==> src/rtl/vram_touch_painter.sv <==
// Owns the VRAM write port. Sweeps the frame to CLEAR_COLOR after reset or on request, and stamps a
// clipped square brush at each accepted touch. The optional macro VRAM_TOUCH_PAINTER_DEDUP_EN drops repeated touches.
module vram_touch_painter #(
   parameter int          WIDTH       = 240,
   parameter int          HEIGHT      = 320,
   parameter int          BRUSH_R     = 1,
   parameter logic [15:0] CLEAR_COLOR = 16'hFFFF,
   parameter int          AW          = $clog2(WIDTH*HEIGHT)
) (
   input  logic          clk,
   input  logic          rst,
   input  logic          clear_req,
   input  logic          touch_valid,
   input  logic [8:0]    touch_x,
   input  logic [8:0]    touch_y,
   input  logic [15:0]   paint_color,
   output logic          vram_wr_ena,
   output logic [AW-1:0] vram_wr_addr,
   output logic [15:0]   vram_wr_data,
   output logic          clearing,
   output logic          busy
);

   // state   | meaning
   // S_CLEAR | sweeping CLEAR_COLOR over every pixel, one address per cycle
   // S_IDLE  | waiting for clear_req or an in-range touch
   // S_PAINT | emitting the (2R+1)^2 brush stamp, one pixel per cycle
   localparam logic [1:0] S_CLEAR = 2'd0;
   localparam logic [1:0] S_IDLE  = 2'd1;
   localparam logic [1:0] S_PAINT = 2'd2;

   localparam int CW   = 12;
   localparam int SPAN = 2*BRUSH_R + 1;
   localparam int IW   = $clog2(SPAN + 1);

   localparam logic [IW-1:0]        I_LAST   = IW'(SPAN - 1);
   localparam logic [AW-1:0]        PIX_LAST = AW'(WIDTH*HEIGHT - 1);
   localparam logic [AW-1:0]        W_A      = AW'(WIDTH);
   localparam logic signed [CW-1:0] W_S      = CW'(WIDTH);
   localparam logic signed [CW-1:0] H_S      = CW'(HEIGHT);
   localparam logic signed [CW-1:0] R_S      = CW'(BRUSH_R);

   logic [1:0]           state_q, state_d;
   logic [AW-1:0]        cnt_q, cnt_d;
   logic signed [CW-1:0] x_q, x_d, y_q, y_d;
   logic [15:0]          col_q, col_d;
   logic [IW-1:0]        ix_q, ix_d, iy_q, iy_d;
   logic                 ena_q, ena_d;
   logic [AW-1:0]        addr_q, addr_d;
   logic [15:0]          data_q, data_d;
   logic                 clearing_q, clearing_d;
   logic                 busy_q, busy_d;

   logic signed [CW-1:0] tx_s, ty_s, px_s, py_s;
   logic [AW-1:0]        px_a, py_a, paint_addr;
   logic                 touch_ok, pix_ok, dup, capture;

   assign tx_s     = signed'(CW'(touch_x));
   assign ty_s     = signed'(CW'(touch_y));
   assign touch_ok = (tx_s < W_S) && (ty_s < H_S);

   // Signed brush offsets so that a coordinate of 0-1 clips instead of wrapping.
   assign px_s   = x_q + signed'(CW'(ix_q)) - R_S;
   assign py_s   = y_q + signed'(CW'(iy_q)) - R_S;
   assign pix_ok = !px_s[CW-1] && (px_s < W_S) && !py_s[CW-1] && (py_s < H_S);

   assign px_a       = AW'(px_s[CW-2:0]);
   assign py_a       = AW'(py_s[CW-2:0]);
   assign paint_addr = py_a * W_A + px_a;

   assign capture = (state_q == S_IDLE) && !clear_req && touch_valid && touch_ok && !dup;

`ifdef VRAM_TOUCH_PAINTER_DEDUP_EN
   logic [8:0] last_x_q, last_y_q;
   logic       last_valid_q;

   assign dup = last_valid_q && (touch_x == last_x_q) && (touch_y == last_y_q);

   always_ff @(posedge clk) begin
      if (rst) begin
         last_x_q     <= '0;
         last_y_q     <= '0;
         last_valid_q <= 1'b0;
      end else if (state_d == S_CLEAR) begin
         last_valid_q <= 1'b0;
      end else if (capture) begin
         last_x_q     <= touch_x;
         last_y_q     <= touch_y;
         last_valid_q <= 1'b1;
      end else if (state_q == S_IDLE && !touch_valid) begin
         last_valid_q <= 1'b0;
      end
   end
`else
   assign dup = 1'b0;
`endif

   always_comb begin
      state_d    = state_q;
      cnt_d      = cnt_q;
      x_d        = x_q;
      y_d        = y_q;
      col_d      = col_q;
      ix_d       = ix_q;
      iy_d       = iy_q;
      ena_d      = 1'b0;
      addr_d     = addr_q;
      data_d     = data_q;
      clearing_d = (state_q == S_CLEAR);
      busy_d     = (state_q != S_IDLE);

      case (state_q)
         S_CLEAR: begin
            ena_d  = 1'b1;
            addr_d = cnt_q;
            data_d = CLEAR_COLOR;
            if (cnt_q == PIX_LAST) begin
               state_d = S_IDLE;
            end else begin
               cnt_d = cnt_q + AW'(1);
            end
         end
         S_IDLE: begin
            if (clear_req) begin
               state_d = S_CLEAR;
               cnt_d   = '0;
            end else if (capture) begin
               state_d = S_PAINT;
               x_d     = tx_s;
               y_d     = ty_s;
               col_d   = paint_color;
               ix_d    = '0;
               iy_d    = '0;
            end
         end
         S_PAINT: begin
            if (clear_req) begin
               state_d = S_CLEAR;
               cnt_d   = '0;
            end else begin
               // Clipped pixels still take their cycle so stamp latency is fixed.
               ena_d  = pix_ok;
               addr_d = paint_addr;
               data_d = col_q;
               if (ix_q == I_LAST) begin
                  ix_d = '0;
                  if (iy_q == I_LAST) begin
                     state_d = S_IDLE;
                  end else begin
                     iy_d = iy_q + IW'(1);
                  end
               end else begin
                  ix_d = ix_q + IW'(1);
               end
            end
         end
         default: begin
            state_d = S_CLEAR;
            cnt_d   = '0;
         end
      endcase
   end

   always_ff @(posedge clk) begin
      if (rst) begin
         state_q    <= S_CLEAR;
         cnt_q      <= '0;
         x_q        <= '0;
         y_q        <= '0;
         col_q      <= '0;
         ix_q       <= '0;
         iy_q       <= '0;
         ena_q      <= 1'b0;
         addr_q     <= '0;
         data_q     <= CLEAR_COLOR;
         clearing_q <= 1'b1;
         busy_q     <= 1'b1;
      end else begin
         state_q    <= state_d;
         cnt_q      <= cnt_d;
         x_q        <= x_d;
         y_q        <= y_d;
         col_q      <= col_d;
         ix_q       <= ix_d;
         iy_q       <= iy_d;
         ena_q      <= ena_d;
         addr_q     <= addr_d;
         data_q     <= data_d;
         clearing_q <= clearing_d;
         busy_q     <= busy_d;
      end
   end

   assign vram_wr_ena  = ena_q;
   assign vram_wr_addr = addr_q;
   assign vram_wr_data = data_q;
   assign clearing     = clearing_q;
   assign busy         = busy_q;

endmodule

==> config.mk <==
export PLATFORM = sky130hd
export DESIGN_NAME = vram_touch_painter
export DESIGN_NICKNAME = d
export VERILOG_FILES = /design/src/rtl/vram_touch_painter.sv
export SDC_FILE = /design/constraint.sdc
export NUM_CORES = 1
export LEC_CHECK = 0
export ABC_AREA = 1
export ABC_CLOCK_PERIOD_IN_PS = 6600
export BUFFER_PORTS_ARGS = -buffer_cell sky130_fd_sc_hd__buf_2
export CAP_MARGIN = 5
export CELL_PAD_IN_SITES_DETAIL_PLACEMENT = 1
export CELL_PAD_IN_SITES_GLOBAL_PLACEMENT = 2
export CORE_MARGIN = 2
export CORE_UTILIZATION = 34
export DETAILED_ROUTE_END_ITERATION = 8
export PLACE_DENSITY_LB_ADDON = 0.08
export SYNTH_ARGS = -nofsm -noshare
export SYNTH_HDL_FRONTEND = slang
export SYNTH_SLANG_ARGS = --single-unit
==> constraint.sdc <==
create_clock -name clk -period 6.6 [get_ports clk]
set_input_delay 1.32 -clock clk [delete_from_list [all_inputs] [get_ports clk]]
set_output_delay 1.32 -clock clk [all_outputs]
set_load 0.03 [all_outputs]
Word-level counts from Yosys, hierarchy flattened
Index checks and enable logic that the tools add are counted.

storage, ports and cells
  register bits = 93
  input bits = 38

cells by class
  add/subtract/negate cells = 8
  $mul = 1
  $lt $le $gt $ge = 4
  equal/unequal tests = 17
  mux-type cells = 25
  bitwise logic cells = 1
  reductions and logical operators = 20

operators by type and width
  kind                   number
  $pmux 17 s2            2
  $mux 17                3
  $pmux 16 s2            1
  $mux 2                 13
  $sub 10x1->11 const B  2
  $add 9x2->10           2
  $add 17x1->17 const B  1
  $add 17x11->17         1
  $eq 17x17->1 const B   1
  $mux 16                1
  $mul 11x4->13 const B  1
  $ne 2x2->1 const B     6
  $lt 11x10->1 const B   1
  $lt 11x9->1 const B    1
  $lt 9x8->1 const B     1
  $lt 9x9->1 const B     1
  $ne 3x3->1 const B     3
  $pmux 2 s2             2
  $reduce_and 4->1       2
  $logic_and 1x1->1      7
  $eq 2x2->1 const B     3
  $ne 2x1->1 const B     3
  $pmux 2 s3             1
  $reduce_and 6->1       1
  11 further kinds       16

Logic depth before layout (Yosys ltp)
  depth in word-level cells = 8
  depth in mapped cells = 32
  depth with buffers taken out = 32

Worst setup path after synthesis
No wires, ideal clock.

  path type = register to register
  from = register iy_q[1]
  to = register addr_q[16] (netlist: vram_wr_addr[16])
  library setup time = 0.132 ns
  data arrival time = 4.827 ns
  setup slack = 1.641 ns
  cell stages (with the launch flop) = 31
  path buffers = 0
  clock period less this slack = 4.959 ns
  path through = dfxtp_1 -> inv_1 -> ha_1 -> inv_1 -> ha_1 -> inv_1 -> fa_1 -> o21ai_0 -> a21oi_1 -> o21bai_1 -> a21oi_1 -> o21bai_1 -> xor2_1 -> inv_1 -> fa_1 -> inv_1 -> fa_1 -> inv_1 -> ha_1 -> nand2_1 -> inv_1 -> a21oi_1 -> nand3_1 -> nand2_1 -> nand2_1 -> nor2_1 -> nand3_1 -> nand2_1 -> nand3_1 -> nand2_1 -> a21oi_1

between the ends
  word-level cells in the longest chain between the ends = 6

ends and longest elaborated chain
  what                      line  RTL
  start: declaration        47    logic [IW-1:0] ix_q, ix_d, iy_q, iy_d;
  start signal: assignment  185   iy_q <= iy_d;
  $add 9x2->10              64    assign py_s = y_q + signed'(CW'(iy_q)) - R_S;
  $sub 10x1->11             64
  $mul 11x4->13             69    assign paint_addr = py_a * W_A + px_a;
  $add 17x11->17            69
  $mux 17                   137   if (clear_req) begin
  $pmux 17 s2               112   case (state_q)
  end signal: assignment    187   addr_q <= addr_d;
  end: declaration          49    logic [AW-1:0] addr_q, addr_d;

No other way between the ends. The select of a mux whose other input is x is not followed.
A chain may end at the register's enable or synchronous reset.

Worst setup path in the final report
Ends and elaborated chain as after synthesis.

==> impl_metrics.tcl <==
set metrics [dict create \
    yosysWarnings 0 \
    via_per_inst 5.025 \
    r2r_slack_ns 1.06 \
    die_h_um 139.3 \
    cpMostUsedCell "inv_1" \
    clockRootBuffer "clkbuf_16" \
    dieArea_sq_um 19410 \
    finalMaxSlewViolations 0 \
    power_density_nw_per_um2 165.0 \
    synth_area_sq_um 6225 \
    coreArea_sq_um 17960 \
    worstPathMaxFanout 5 \
    grt_use_total 0.1942 \
    synthMuxAreaShare 0 \
    tns_ns 0 \
    grt_max_degree 50 \
    synth-simple-area-share 0.2187 \
    cpPeakStageDelay_ns 0.55 \
    routed_wl_um 18050 \
    cts_tree "yes" \
    setup-violations-final 0 \
    ys_seq_area_frac 0.2991 \
    syn_nets 982 \
    ctsHoldBuffers 0 \
    yosys.area_share.adder 0.1676 \
    synth_compound_area_frac 0.1664 \
    dp_hpwl_um 13810 \
    syn_to_final_growth_pct 14.01 \
    syn_avg_cell_area_sq_um 7.138 \
    synth_cells 872 \
    initial_utilization 0.3465 \
    finalClockSkew_ns 0.009799 \
    period_share 0.8390 \
    ys.flop_type "dfxtp_1" \
    holdCritPathClass "register to register" \
    cp-end-kind "register" \
    drt_pre_antenna_iters 4 \
    yosys.cell_types.count 36 \
    synth_xor_xnor_area_share 0.03799 \
    num_antenna_cells 0 \
    num-fill-cells 2301 \
    async_reset_ff_frac 0 \
    synth_top_area_share 0.2991 \
    crit_required_ns 6.81 \
    htree_num_levels 3 \
    ys_top_cells_by_area "dfxtp_1 30%, ha_1 11%, nand2_1 10%" \
    synth_edf_count 0 \
    drt_iter0_markers 162 \
    yosys.area.top_type "dfxtp_1" \
    num_io_pins 74 \
    overflow 0 \
    rr_startpoint "iy_q[1]" \
    cts_sinks 93 \
    path_buf_inv 7 \
    grt_pass1_wl_um 31080 \
    nets 1042 \
    outcome "complete, no violations" \
    cts_buffers 9 \
    dp.cells 1150 \
    arrival_ns 5.75 \
    maxCapViolCount 0 \
    cts_resized 0 \
    cpMaxStageDelayCell "fa_1" \
    worstReg2RegEnd "vram_wr_addr[16]" \
    rsz0062_at_grt "no" \
    ant_nets 0 \
    rows 49 \
    holdPathEnd "y_q[1]" \
    reg2reg_depth 30 \
    synth_top_family_by_area "simple AND/OR/NAND/NOR gates" \
    finalHoldViolCount 0 \
    path_class "register to register" \
    stdcell_count 1166 \
    clockBufferDepth 2 \
    wl_per_cell_um 15.48 \
    grt_pass1_vias 6277 \
    min_path_cells 2 \
    clkTransAtPathRegs_ns 0.08 \
    worstMarginPinSlew_ns 1.047 \
    numPortBuffers 73 \
    clock_latency_ns 0.36 \
    drive_above_1_share 0.1131 \
    post_cts_buffers 0 \
    worstSetupStartpointType "register" \
    drc 0 \
    gp_congestion 0.8211 \
    die_w_um 139.3 \
    relSlewSlack 0.3012 \
    synth_seq_cells 93 \
    grt_antenna_before_repair 0 \
    ir_drop_uv 110.1 \
    leakagePower_nw 3.150 \
    post-route-min-period_ns 5.537 \
    crit_family "adder cells" \
    fmax_ghz 0.1806 \
    vias 5859 \
    min_from "y_q[1]" \
]
-- kinds of logic (layout without fill, tap and decap cells) --
group           count (synthesis)  in the layout
simple gates                  314            314
compound gates                190            190
fa+ha+maj                      72             72
flops                          93             93
xor+xnor                       27             27
buf+inv                       176            241
-- report_power, final --
group          total (mW)  switching, mW  internal, mW
sequential          0.566        0.00293         0.563
clock               0.566          0.262         0.304
combinational      0.0389         0.0247        0.0141
total                1.17          0.290         0.881
-- registers in the layout, summed over array words and instances (netlist names) --
name,flops
cnt_q,17
vram_wr_addr,17
col_q,16
vram_wr_data,16
x_q,9
y_q,9
ix_q,2
iy_q,2
state_q,2
busy,1
clearing,1
vram_wr_ena,1
-- per-stage QoR --
stage	worst slack (ns)	area, sq um	hold WS, ns	utilization	total power [mW]
finish	1.063	7097	0.4590	0.3951	1.171
global route	0.4098	7097	0.4817	0.3951	1.214
CTS	1.015	7097	0.4649	0.3951	1.189
detailed placement	1.061	6780	0.4552	0.3774	0.6191
global placement	1.204	6780	0.4498	0.3774	0.6186
floorplan	1.641	6225	0.4353	-	0.5980
-- worst max-delay path by stage --
stage | from | to | slack (ns) | cells after the start
final | iy_q[1] | vram_wr_addr[16] | 1.06 | 30
after global routing | iy_q[1] | vram_wr_addr[16] | 0.41 | 30
after CTS | iy_q[1] | vram_wr_addr[16] | 1.02 | 30
after detailed placement | iy_q[1] | vram_wr_addr[16] | 1.06 | 30
after global placement | iy_q[1] | vram_wr_addr[16] | 1.20 | 30
after floorplan | iy_q[1] | vram_wr_addr[16] | 1.64 | 30
-- synth_stat cells, drive strengths merged, types with 2 or more instances --
cell and number:
a211oi 6, a21o 3, a21oi 97, a31oi 5, buf 10, clkbuf 18
dfxtp 93, fa 19, ha 53, inv 148, nand2 173, nand3 61
nand3b 3, nand4 14, nor2 47, nor3 8, nor4 5, o211ai 3
o21a 3, o21ai 52, o21bai 4, o22ai 16, or2 2, xnor2 10
xor2 17
-- worst reg2reg max path, delay by kind of cell (launching register included) --
kind | cells | cell delay, ns
AO/OA/AOI/OAI | 7 | 1.14
adder cells (fa/ha/maj) | 6 | 2.19
XOR/XNOR | 1 | 0.40
buffers and inverters | 7 | 0.48
flip-flops | 1 | 0.36
AND/OR/NAND/NOR | 9 | 0.81
-- area by class of cell --
cell class              count  area (sq um)  share of cell area
clock buffers               9         225.2             0.03173
clock inverters             7         91.34             0.01287
inverters                 148         555.5             0.07828
multi-input cells         603          3681              0.5187
flip-flops and latches     93          1862              0.2623
well taps                 229         286.5             0.04037
repair buffers             77         395.4             0.05571
-- layer usage --
layer / track usage / share of wire
met2: 0.3403 / 0.49
met3: 0.03269 / 0.020
met4: 0.03668 / 0.0084
met5: 0 / 0
met1: 0.2535 / 0.48
-- cell usage in the layout (no fill, tap or decap), types with 2 or more instances in the layout --
master,count
a31oi_1,5
dfxtp_1,93
o211ai_1,3
fa_1,19
inv_6,2
o21bai_1,4
nand4_1,14
xor2_1,17
a21o_1,3
o21a_1,3
ha_1,53
o22ai_1,16
nor3_1,7
nor2_2,2
a21oi_1,96
nor4_1,4
nand2_1,171
o21ai_1,2
buf_2,73
inv_1,146
o21ai_0,48
inv_2,2
o21ai_2,2
nand2_2,2
xnor2_1,10
clkbuf_16,9
nand3_1,61
or2_2,2
nor2_1,45
nand3b_1,3
a211oi_1,6
buf_4,4
No activity file was read; power rests on OpenSTA's default activity.
